<file path="src/rtl/ai_paddle_ctrl.sv">
// ai_paddle_ctrl: AI paddle that tracks, holds or recentres once per movement tick,
// stepping by a difficulty-scaled amount with a dead zone and playfield clamping.
module ai_paddle_ctrl #(
    parameter int DISP_ROWS    = 800,
    parameter int DISP_COLS    = 600,
    parameter int PADDLE_SIDE  = 0,
    parameter int COORD_W      = 12,
    parameter int PADDLE_HALF  = 40,
    parameter int TICK_DIV     = 12000,
    parameter int TICK_W       = 20,
    parameter int MAX_STEP     = 4,
    parameter int DEAD_ZONE    = 2,
    parameter int REACT_MARGIN = 50
) (
    input  logic               clk,
    input  logic               rst_n,
    input  logic               enable,
    input  logic [COORD_W-1:0] ball_center_row,
    input  logic [COORD_W-1:0] ball_center_col,
    input  logic [1:0]         ball_direction,
    input  logic [1:0]         difficulty,
    output logic [COORD_W-1:0] paddle_center_row,
    output logic [1:0]         paddle_dir,
    output logic [1:0]         ai_state
);
    typedef enum logic [1:0] {IDLE = 2'b00, HOLD = 2'b01, TRACK = 2'b10, RETURN = 2'b11} state_t;

    localparam logic [COORD_W-1:0] LO     = COORD_W'(PADDLE_HALF);
    localparam logic [COORD_W-1:0] HI     = COORD_W'(DISP_ROWS - 1 - PADDLE_HALF);
    localparam logic [COORD_W-1:0] MID    = COORD_W'(DISP_ROWS / 2);
    localparam logic [COORD_W-1:0] ZONE_L = COORD_W'(DISP_COLS / 2 - REACT_MARGIN);
    localparam logic [COORD_W-1:0] ZONE_R = COORD_W'(DISP_COLS / 2 + REACT_MARGIN);
    localparam logic [COORD_W:0]   STEP_MAX = (COORD_W+1)'(MAX_STEP);
    localparam logic [COORD_W:0]   DZ       = (COORD_W+1)'(DEAD_ZONE);
    localparam logic [TICK_W-1:0]  T_LAST   = TICK_W'(TICK_DIV - 1);

    state_t              state_q, state_d, eval;
    logic [TICK_W-1:0]   cnt_q, cnt_d;
    logic [COORD_W-1:0]  pos_q, pos_d, ball_c, target, new_pos;
    logic [1:0]          dir_q, dir_d;
    logic signed [COORD_W:0] err;
    logic [COORD_W:0]    mag, step, mv, sum;
    logic [2:0]          req;
    logic                tick, approach, in_zone, moving;
    logic                unused_vdir;

    assign unused_vdir = ball_direction[0];

    always_comb begin
        tick     = enable && cnt_q == T_LAST;
        approach = PADDLE_SIDE == 0 ? !ball_direction[1] : ball_direction[1];
        in_zone  = PADDLE_SIDE == 0 ? ball_center_col < ZONE_L : ball_center_col > ZONE_R;
        eval     = approach ? (in_zone ? TRACK : HOLD) : RETURN;
        ball_c   = ball_center_row < LO ? LO : ball_center_row > HI ? HI : ball_center_row;
        target   = state_q == TRACK ? ball_c : MID;
        err      = $signed({1'b0, target}) - $signed({1'b0, pos_q});
        mag      = err[COORD_W] ? -err : err;
        req      = {1'b0, difficulty} + 3'd1;
        step     = (COORD_W+1)'(req) > STEP_MAX ? STEP_MAX : (COORD_W+1)'(req);
        mv       = mag < step ? mag : step;
        sum      = err[COORD_W] ? {1'b0, pos_q} - mv : {1'b0, pos_q} + mv;
        // Target is already in range; the clamp keeps the position legal regardless.
        new_pos  = sum < {1'b0, LO} ? LO : sum > {1'b0, HI} ? HI : sum[COORD_W-1:0];
        moving   = (state_q == TRACK || state_q == RETURN) && mag > DZ;
        cnt_d    = (!enable || tick) ? '0 : cnt_q + 1'b1;
        state_d  = !enable ? IDLE : state_q == IDLE ? HOLD : tick ? eval : state_q;
        pos_d    = (enable && state_q != IDLE && tick && moving) ? new_pos : pos_q;
        dir_d    = !enable ? 2'b00 :
                   (state_q != IDLE && tick) ? (moving ? (err[COORD_W] ? 2'b10 : 2'b01) : 2'b00) :
                   dir_q;
    end

    always_ff @(posedge clk or negedge rst_n) begin
        if (!rst_n) begin
            cnt_q   <= '0;
            state_q <= IDLE;
            pos_q   <= MID;
            dir_q   <= 2'b00;
        end else begin
            cnt_q   <= cnt_d;
            state_q <= state_d;
            pos_q   <= pos_d;
            dir_q   <= dir_d;
        end
    end

    assign paddle_center_row = pos_q;
    assign paddle_dir        = dir_q;
    assign ai_state          = state_q;
endmodule
</file>
<file path="config.mk">
export PLATFORM = sky130hd
export DESIGN_NAME = ai_paddle_ctrl
export DESIGN_NICKNAME = d
export VERILOG_FILES = /design/src/rtl/ai_paddle_ctrl.sv
export SDC_FILE = /design/constraint.sdc
export NUM_CORES = 1
export LEC_CHECK = 0
export ABC_AREA = 1
export BUFFER_PORTS_ARGS = -buffer_cell sky130_fd_sc_hd__buf_2
export CAP_MARGIN = 30
export CELL_PAD_IN_SITES_DETAIL_PLACEMENT = 1
export CELL_PAD_IN_SITES_GLOBAL_PLACEMENT = 2
export CORE_MARGIN = 2
export CORE_UTILIZATION = 28
export CTS_CLUSTER_SIZE = 24
export DETAILED_ROUTE_END_ITERATION = 10
export PLACE_DENSITY_LB_ADDON = 0.1
export SETUP_SLACK_MARGIN = 0.3
export SYNTH_ARGS = -nofsm -noshare
export SYNTH_HDL_FRONTEND = slang
export SYNTH_SLANG_ARGS = --single-unit
</file>
<file path="constraint.sdc">
create_clock -name clk -period 8.5 [get_ports clk]
set_clock_uncertainty 0.05 [all_clocks]
set_input_delay 0.425 -clock clk [delete_from_list [all_inputs] [get_ports clk]]
set_output_delay 0.425 -clock clk [all_outputs]
set_load 0.01 [all_outputs]
</file>
==> results.txt <==
status: completed
VDD IR max: 88.7 uV
Yosys reg bits: 36
Startpoint Class: flip-flop
post-synth top area cell: dfrtp_1
WL/cell: 14.3 um
DRT Wirelength: 12600 um
maximum fanout along the worst path: 9
Core Area: 0.0140 sq mm
Slew headroom: 0.392
setup tns final: 0 ns
Final Hold Vio Count: 0
Post-synth EDFFs: 0
die area: 0.0154 sq mm
chip height: 124 um
I/O pin cnt: 47
yosys warns: 0
Ant. Diodes: 0
total number of vias: 4241
CTS Buffer Depth: 2
maxcap violations: 0
GRT Total Usage: 0.173
Required @ worst endpoint: 8.62 ns
Critical Path End Type: flip-flop
DRT Pass-1 Iters: 4
layout cell share with drive strength beyond 1: 0.139
root buf cell: clkbuf_16
post-synthesis async set-or-reset flop share: 1.00
slew at the pin closest to its max-slew limit: 0.908 ns
# H-tree levels: 2
post-layout minimum cycle time: 7.25 ns
drt via density: 4.82
slowest CP cell: dfrtp_1
Seq/Total Area, Yosys: 0.224
first-pass GRT wire length: 21100 um
DP Wirelength: 10700 um
net count reported at finish: 762
port bufs: 44
Post-CTS Hold Buffers: 0
final slew viol count: 0
Setup CP Type: flip-flop to flip-flop
power density over the cells: 95.5 mW/mm^2
CTS tree: yes
pin count of the biggest net entering global routing: 37
Final Total Pwr: 0.443 mW
syn_area_per_cell: 6.24 sq um
starting density of the core: 0.289
Synth cell types: 46
main flop type after synthesis: dfrtp_1
Cells after Synth: 647
Clock transition at path regs: 0.06 ns
biggest cell delay along the critical path: 0.42 ns
ANT nets after route: 0
drt initial violations: 119
unrepaired setup endpoints after global routing: false
initial antenna violation count: 0
Skew-Pair Late Insertion Delay: 0.28 ns
Synth Cell Area: 0.00404 sq mm
crit share post-route: 0.853
Inserted Clock Buffers: 5
GRT overflow: 0
global placer's final weighted congestion: 0.840
Die Width: 124 um
FMAX: 138 MHz
worst hold path class: input port to async pin
# rows: 43
Leak: 2.48 nW
Synth area leaders: dfrtp_1 20%, nand2_1 16%, inv_1 9.8%
vias in the first global route: 4422
clock sinks: 36
drt drc: 0
Worst EP arrival: 7.36 ns
Synth top area share: 0.204
# setup viols final: 0
Area Overhead vs Synth: 14.8%
==> cell type report <==
class	instances	area [sq um]
Inverter	114	428
Timing Repair Buffer	49	258
Sequential cell	36	905
Multi-Input combinational cell	492	2680
Fill cell	1868	9350
Tap cell	180	225
Clock inverter	3	18.8
Clock buffer	5	125
==> cells in the final DEF (no fill, tap or decap), types with 3 or more instances in the layout <==
cell type,count
nand2_1,171
inv_1,105
nor2_1,73
nand3_1,46
buf_2,44
dfrtp_1,33
a21oi_1,31
ha_1,31
o21ai_0,20
o21ai_1,16
nand4_1,14
nor3_1,13
xor2_1,10
nor4_1,9
inv_2,8
nand2_2,7
nand3b_1,5
nor2_2,5
clkbuf_16,5
buf_4,5
xnor2_1,4
nand2_4,3
nand3_2,3
o21bai_1,3
dfstp_2,3
==> cell usage after synthesis, drive strengths merged (2+ instances only) <==
library cell and number:
xnor2 4, dfstp 3, clkbuf 4, nand3b 5
a31oi 2, o21a 2, nand3 50, o221ai 2
ha 31, o21bai 3, nor2 80, buf 2
o21ai 36, inv 113, nor3 13, or2 2
and3 2, nor4 9, dfrtp 33, nand4 16
xor2 10, fa 2, nand2 181, a21oi 34
==> registers in the layout, indices dropped and copies added (netlist names) <==
name	flops
paddle_center_row	12
paddle_dir	2
ai_state	2
cnt_q	20
==> through the flow <==
stage	hold WS (ns)	setup slack [ns]	cell area, sq um	util	instances
finish	0.200	1.25	4640	0.331	879
detailed placement	0.425	0.325	4460	0.319	867
floorplan	0.0794	1.94	4040	-	648
global placement	0.408	0.559	4460	0.319	867
CTS	0.227	0.609	4610	0.329	875
global route	0.259	0.347	4640	0.331	879
==> where the power goes <==
group          internal, mW  switching (mW)  total [mW]
Clock                 0.108          0.0717       0.180
Sequential            0.173         0.00159       0.175
Combinational        0.0316          0.0564      0.0881
Total                 0.313           0.130       0.443
==> layer usage <==
layer  GRT usage  vias to the layer above  wire length, um
met5           0                        -                0
met4      0.0351                        0              141
met3      0.0124                       11              132
met2       0.317                       35             6230
met1       0.223                     2013             6110
li1            -                     2182                -
==> logic make-up (layout without fill, tap and decap cells) <==
logic type	Yosys count	after routing	synth area share
AOI/OAI and AO/OA	83	83	0.117
buffers and inverters	120	171	0.114
xor gates and xnor gates	14	14	0.0304
DFF	36	36	0.224
and+or+nand+nor	360	360	0.408
other	1	2	0.000928
adders and majority gates	33	33	0.106
==> critical path, delay by kind of cell (launching register included) <==
family,cells,cell delay [ns]
compound gates,11,1.92
buf+inv,8,0.83
fa+ha+maj,5,1.44
simple gates,16,2.09
flops,1,0.42
xor+xnor,1,0.37
==> repair_timing <==
action,CTS,global route
endpoints found under the hold margin,0,0
setup endpoints to repair,0,10
buffers inserted,0,4
gates resized for setup,0,1
==> final timing paths <==
| check | start | endpoint | slack (ns) | depth (start not counted) |
|---|---|---|---|---|
| min in group clk | ball_direction[1] | ai_state[0] | 0.41 | 3 |
| max in group asynchronous | rst_n | paddle_center_row[0] | 7.66 | 1 |
| hold / removal | rst_n | cnt_q[13] | 0.20 | 1 |
| setup reg to reg | ai_state[1] | paddle_center_row[9] | 1.25 | 41 |
| hold reg to reg | cnt_q[0] | cnt_q[0] | 0.43 | 1 |
| setup / recovery | ai_state[1] | paddle_center_row[9] | 1.25 | 41 |
Note: power is estimated with default switching activity, not from simulation.
